## src/rtl/multicycle_ctrl.sv

```systemverilog
// ---------------------------------------------------------------------------
// multicycle_ctrl
//   Control FSM for a multi-cycle RISC-style datapath. The instruction flow is
//   FETCH -> DECODE -> EXEC -> [MEM] -> WB -> FETCH. A memory wait that is too
//   long, or an unknown opcode, sends the FSM to TRAP. It stays there until
//   reset.
//
//   Parameter
//     MEM_TIMEOUT  maximum cycles a memory request waits for MEM_ACK (1..255)
//
//   Ports
//     CLK       clock, rising edge
//     RST       synchronous active-high reset
//     OPCODE    IR[6:0], sampled in DECODE
//     BR_TAKEN  branch compare result, sampled in EXEC
//     MEM_ACK   memory completion strobe (ignored unless MEM_REQ=1)
//     MEM_REQ   memory request level      MEM_WE   store qualifier
//     IR_WE     instruction-register load RF_RE    register-file read enable
//     RF_WE     register-file write       ALU_SRC  0=B operand, 1=IMM
//     WB_SEL    00 ALU, 01 mem, 10 PC+4   PC_WE    PC update pulse
//     PC_SRC    00 PC+4, 01 branch, 10 jump
//     STATE     current state (debug)     ERR      trap indicator
//     RETIRED   retired-instruction count (only with the macro below)
//
//   Optional feature: define MULTICYCLE_CTRL_RETIRE_CNT_EN to add the 32-bit
//   RETIRED counter output.
// ---------------------------------------------------------------------------
module multicycle_ctrl #(
    parameter int unsigned MEM_TIMEOUT = 15
) (
    input  logic        CLK,
    input  logic        RST,
    input  logic [6:0]  OPCODE,
    input  logic        BR_TAKEN,
    input  logic        MEM_ACK,
    output logic        MEM_REQ,
    output logic        MEM_WE,
    output logic        IR_WE,
    output logic        RF_RE,
    output logic        RF_WE,
    output logic        ALU_SRC,
    output logic [1:0]  WB_SEL,
    output logic        PC_WE,
    output logic [1:0]  PC_SRC,
    output logic [2:0]  STATE,
    output logic        ERR
`ifdef MULTICYCLE_CTRL_RETIRE_CNT_EN
   ,output logic [31:0] RETIRED
`endif
);

    typedef enum logic [2:0] {
        S_FETCH  = 3'd0,
        S_DECODE = 3'd1,
        S_EXEC   = 3'd2,
        S_MEM    = 3'd3,
        S_WB     = 3'd4,
        S_TRAP   = 3'd5
    } state_e;

    typedef enum logic [2:0] {
        C_R, C_I, C_L, C_S, C_B, C_J
    } cls_e;

    localparam logic [7:0] TMO = 8'(MEM_TIMEOUT);

    state_e     state_q, state_d;
    cls_e       cls_q,   cls_d;
    logic       taken_q, taken_d;
    logic [7:0] wait_q,  wait_d;
    logic [7:0] wait_inc;

    // Unmasked Moore outputs; reset masking is applied at the ports.
    logic       req, mwe, irwe, rfre, rfwe, asrc, pcwe, err;
    logic [1:0] wbs, pcs;

    assign wait_inc = wait_q + 8'd1;

    always_comb begin
        state_d = state_q;
        cls_d   = cls_q;
        taken_d = taken_q;
        wait_d  = '0;      // cleared whenever not waiting, so FETCH/MEM start at 0
        req     = 1'b0;
        mwe     = 1'b0;
        irwe    = 1'b0;
        rfre    = 1'b0;
        rfwe    = 1'b0;
        asrc    = 1'b0;
        pcwe    = 1'b0;
        err     = 1'b0;
        wbs     = 2'b00;
        pcs     = 2'b00;

        case (state_q)
            S_FETCH: begin
                req = 1'b1;
                if (MEM_ACK) begin
                    irwe    = 1'b1;
                    state_d = S_DECODE;
                end else begin
                    // An acknowledge in the limit cycle wins over the timeout.
                    wait_d = wait_inc;
                    if (wait_inc >= TMO) state_d = S_TRAP;
                end
            end

            S_DECODE: begin
                rfre    = 1'b1;
                state_d = S_EXEC;
                case (OPCODE)
                    7'b0110011: cls_d = C_R;
                    7'b0010011: cls_d = C_I;
                    7'b0000001: cls_d = C_L;
                    7'b0100011: cls_d = C_S;
                    7'b1100011: cls_d = C_B;
                    7'b1101111: cls_d = C_J;
                    default:    state_d = S_TRAP;
                endcase
            end

            S_EXEC: begin
                asrc = (cls_q == C_I) || (cls_q == C_L) || (cls_q == C_S);
                if (cls_q == C_B) taken_d = BR_TAKEN;
                state_d = ((cls_q == C_L) || (cls_q == C_S)) ? S_MEM : S_WB;
            end

            S_MEM: begin
                req = 1'b1;
                mwe = (cls_q == C_S);
                if (MEM_ACK) begin
                    state_d = S_WB;
                end else begin
                    wait_d = wait_inc;
                    if (wait_inc >= TMO) state_d = S_TRAP;
                end
            end

            S_WB: begin
                pcwe    = 1'b1;
                rfwe    = (cls_q == C_R) || (cls_q == C_I) ||
                          (cls_q == C_L) || (cls_q == C_J);
                wbs     = (cls_q == C_L) ? 2'b01 :
                          (cls_q == C_J) ? 2'b10 : 2'b00;
                pcs     = ((cls_q == C_B) && taken_q) ? 2'b01 :
                          (cls_q == C_J)              ? 2'b10 : 2'b00;
                state_d = S_FETCH;
            end

            S_TRAP: begin
                err = 1'b1;
            end

            default: begin
                state_d = S_FETCH;
            end
        endcase
    end

    always_ff @(posedge CLK) begin
        if (RST) begin
            state_q <= S_FETCH;
            cls_q   <= C_R;
            taken_q <= 1'b0;
            wait_q  <= '0;
        end else begin
            state_q <= state_d;
            cls_q   <= cls_d;
            taken_q <= taken_d;
            wait_q  <= wait_d;
        end
    end

    // Reset is synchronous, so the register may still hold a pre-reset state
    // during the RST cycle; outputs are forced quiet combinationally.
    always_comb begin
        MEM_REQ = req  & ~RST;
        MEM_WE  = mwe  & ~RST;
        IR_WE   = irwe & ~RST;
        RF_RE   = rfre & ~RST;
        RF_WE   = rfwe & ~RST;
        ALU_SRC = asrc & ~RST;
        PC_WE   = pcwe & ~RST;
        ERR     = err  & ~RST;
        WB_SEL  = RST ? 2'b00 : wbs;
        PC_SRC  = RST ? 2'b00 : pcs;
        STATE   = RST ? 3'd0  : state_q;
    end

`ifdef MULTICYCLE_CTRL_RETIRE_CNT_EN
    logic [31:0] retired_q, retired_d;

    assign retired_d = (state_q == S_WB) ? retired_q + 32'd1 : retired_q;

    always_ff @(posedge CLK) begin
        if (RST) retired_q <= '0;
        else     retired_q <= retired_d;
    end

    assign RETIRED = RST ? '0 : retired_q;
`endif

endmodule

```

## config.mk

```make
export PLATFORM = sky130hd
export DESIGN_NAME = multicycle_ctrl
export DESIGN_NICKNAME = d
export VERILOG_FILES = /design/src/rtl/multicycle_ctrl.sv
export SDC_FILE = /design/constraint.sdc
export NUM_CORES = 1
export LEC_CHECK = 0
export CORE_MARGIN = 2
export CORE_UTILIZATION = 51
export DETAILED_ROUTE_END_ITERATION = 6
export PLACE_DENSITY = 0.8
export SKIP_LAST_GASP = 1
export SLEW_MARGIN = 20
export SYNTH_ARGS = -nofsm -noshare
export SYNTH_HDL_FRONTEND = slang
export SYNTH_SLANG_ARGS = --single-unit
```

## constraint.sdc

```tcl
create_clock -name CLK -period 3.6 [get_ports CLK]
set_clock_uncertainty 0.2 [all_clocks]
set_input_delay 0.54 -clock CLK [delete_from_list [all_inputs] [get_ports CLK]]
set_output_delay 0.54 -clock CLK [all_outputs]
set_load 0.005 [all_outputs]
```

==> flow_summary.toml <==
[finish]
utilization = 0.726
syn_to_final_growth_pct = 30.8
num_antenna_cells = 0
layout_commonest_cell = "clkdlybuf4s50_1"
fin_nets = 162
multi_input_area_um2 = 667
fill_cells = 151
mostFrequentLayoutCells = "clkdlybuf4s50_1, nor2_1, dfxtp_1"
final_cells = 173
seq_area_um2 = 300
drive_above_1_share = 0.0743

[grt]
antenna_found_initial = 0
gr-total-overflow = 0
grt_start_max_net_pins = 11
grt_pass1_wl_mm = 3.55
grt_use_total = 0.222
grt_pass1_vias = 864

[synthesis]
synth_top_area_cell = "dfxtp_1"
netlist.area_leader.share = 0.303
avgSynthCellArea_um2 = 8.25
ys_async_sr_fraction = 0
synth-seq-area-share = 0.303
synth_edf_count = 0
netlist_instances = 120
yosysWarnings = 0
synth_cell_types = 41
ys_ff_latch = 15
synth_area_leaders = "dfxtp_1, nor2_1, xnor2_1"
synth_nets = 133
netlist_area_um2 = 990
synth_ff_type = "dfxtp_1"

[timing]
tns_ns = 0
maxSlewViolCount = 0
hold_ws_ns = 0.329
max-slew-margin-rel = 0.760
setup_viol = 0
worst_pin_slew_ns = 0.360
fin_crit_sh = 0.833
fmax_mhz = 334
timing.final.crit_period_ns = 3.00
rsz0062_at_grt = "false"
final_hold_viol_count = 0

[floorplan]
io_pins = 26
dieHeight_um = 48.1
die_x_um = 48.1
rows = 15
initial_utilization = 0.555
die-area_um2 = 2310
core_um2 = 1780

[power_and_ir_drop]
powerDensity_nw_per_um2 = 284
peakVddDrop_mv = 0.218
cellLeakagePower_uw = 0.000474
fin_total_pwr_uw = 368

[critical_path]
crit_family = "buffers and inverters"
crit_chain = "clkdlybuf4s50_1 -> nand2b_1 -> inv_2 -> nand2_1 -> inv_2 -> and4_1 -> clkdlybuf4s50_1"
critPathRequiredTime_ns = 2.86
reg2reg_to = "state_q[0]"
rrSetupSlack_ns = 1.31
critical_path_cell_count = 7
endpoint_kind = "primary output"
r2r_start = "wait_q[0]"
cp_slowest_cell = "clkdlybuf4s50_1"
crit_path_max_fanout = 10
cp_num_buf_inv = 4
critPathLaunch = "RST"
rr_worst_depth = 6
crit_type = "in2out"
startpoint_type = "primary input"
cp.arrival_ns = 2.26
crit_end = "PC_SRC[0]"
cpPeakStageDelay_ns = 0.56

[routing]
vias = 975
post_drt_wl_per_cell_um = 12.4
wirelength_mm = 2.15
first_iter_violations = 16
drc_errors = 0
firstDrtPassIters = 4
viasPerCell = 5.64
ant_nets = 0

[clocking]
cts_hold_buffers = 0
worstSkewPairLatency_ns = 0.29
cts-buffers-inserted = 3
htree_num_levels = 1
cts_resized = 0
cts_num_sinks = 15
root_buffer = "clkbuf_4"
cts_tree = "yes"
clk_pin_slew_worst_paths_ns = 0.09
cts_buffer_depth = 2
postCtsSetupBuffers = 0

[min_path]
min_path_cells = 2
hold_path.class = "reg2reg"

[placement]
portBuffers = 25
hpwl_mm = 1.72
place_inst = 169
globalplace.congestion = 0.810

[run]
cap_viol_max_count = 0

[outcome]
outcome = "finished, final reports clean"
-- per-stage QoR --
stage,setup WS (ns),instance area [um^2]
2_1_floorplan,1.45,990
4_1_cts,0.599,1290
6_report,0.602,1290
3_3_place_gp,0.643,1270
3_5_place_dp,0.584,1270
5_1_grt,0.486,1290
-- Yosys cell counts, types with 2 or more instances --
library cell / number
ha_1: 2
nand2_1: 6
nand4_1: 3
mux2i_1: 3
inv_2: 2
xor2_1: 2
nor2b_1: 5
inv_1: 2
nor2_1: 21
and3_1: 2
dfxtp_1: 15
or2_1: 2
and4b_1: 2
xnor2_1: 7
a211o_1: 3
a21oi_1: 6
nand2b_1: 4
nand3_1: 6
nor3_1: 5
-- routing by layer --
layer  track usage  share of wire
met2         0.360           0.43
met1         0.282           0.51
met3        0.0302          0.039
met5             0              0
met4         0.119          0.018
-- sequential cells by signal, indices dropped and copies added, names as in the netlist --
signal and flops:
taken_q 1, state_q 3, wait_q 8, cls_q 3
-- final cells by class --
cell class | count | share of cell area
clock buffer | 3 | 0.0174
clock inverter | 1 | 0.00386
inverter | 5 | 0.0145
multi-input combinational | 99 | 0.515
sequential | 15 | 0.232
tap | 25 | 0.0242
timing repair buffer | 25 | 0.193
-- where the power goes --
group	total (uW)	internal (uW)	switching, uW	leakage (uW)
registers	184	172	12.0	0.000122
logic	85.8	46.5	39.3	0.000334
clock network	97.7	41.3	56.4	0.0000177
-- cell families (layout without fill, tap and decap cells) --
kind of cell,after synthesis,after routing,share of synthesized area
AND/OR/NAND/NOR,63,63,0.350
AO/OA/AOI/OAI,22,22,0.188
flip-flops,15,15,0.303
XOR/XNOR,9,9,0.0797
buffers and inverters,6,34,0.0228
multiplexers,3,3,0.0303
adder cells (fa/ha/maj),2,2,0.0253
-- worst min-delay path by stage --
stage	endpoint	slack (ns)	startpoint
detailed placement	cls_q[1]	0.31	cls_q[1]
floorplan	taken_q	0.26	taken_q
global route	wait_q[0]	0.36	wait_q[0]
finish	taken_q	0.33	taken_q
CTS	cls_q[1]	0.33	cls_q[1]
global placement	wait_q[0]	0.30	wait_q[0]
-- worst reg2reg max path: cells and delay by family (launching register included) --
| family | cells | cell delay (ns) |
|---|---|---|
| AND/OR/NAND/NOR | 2 | 0.62 |
| AO/OA/AOI/OAI | 3 | 0.70 |
| flip-flops | 1 | 0.39 |
| adder cells (fa/ha/maj) | 1 | 0.28 |
Power figures use the tool's default switching activity.
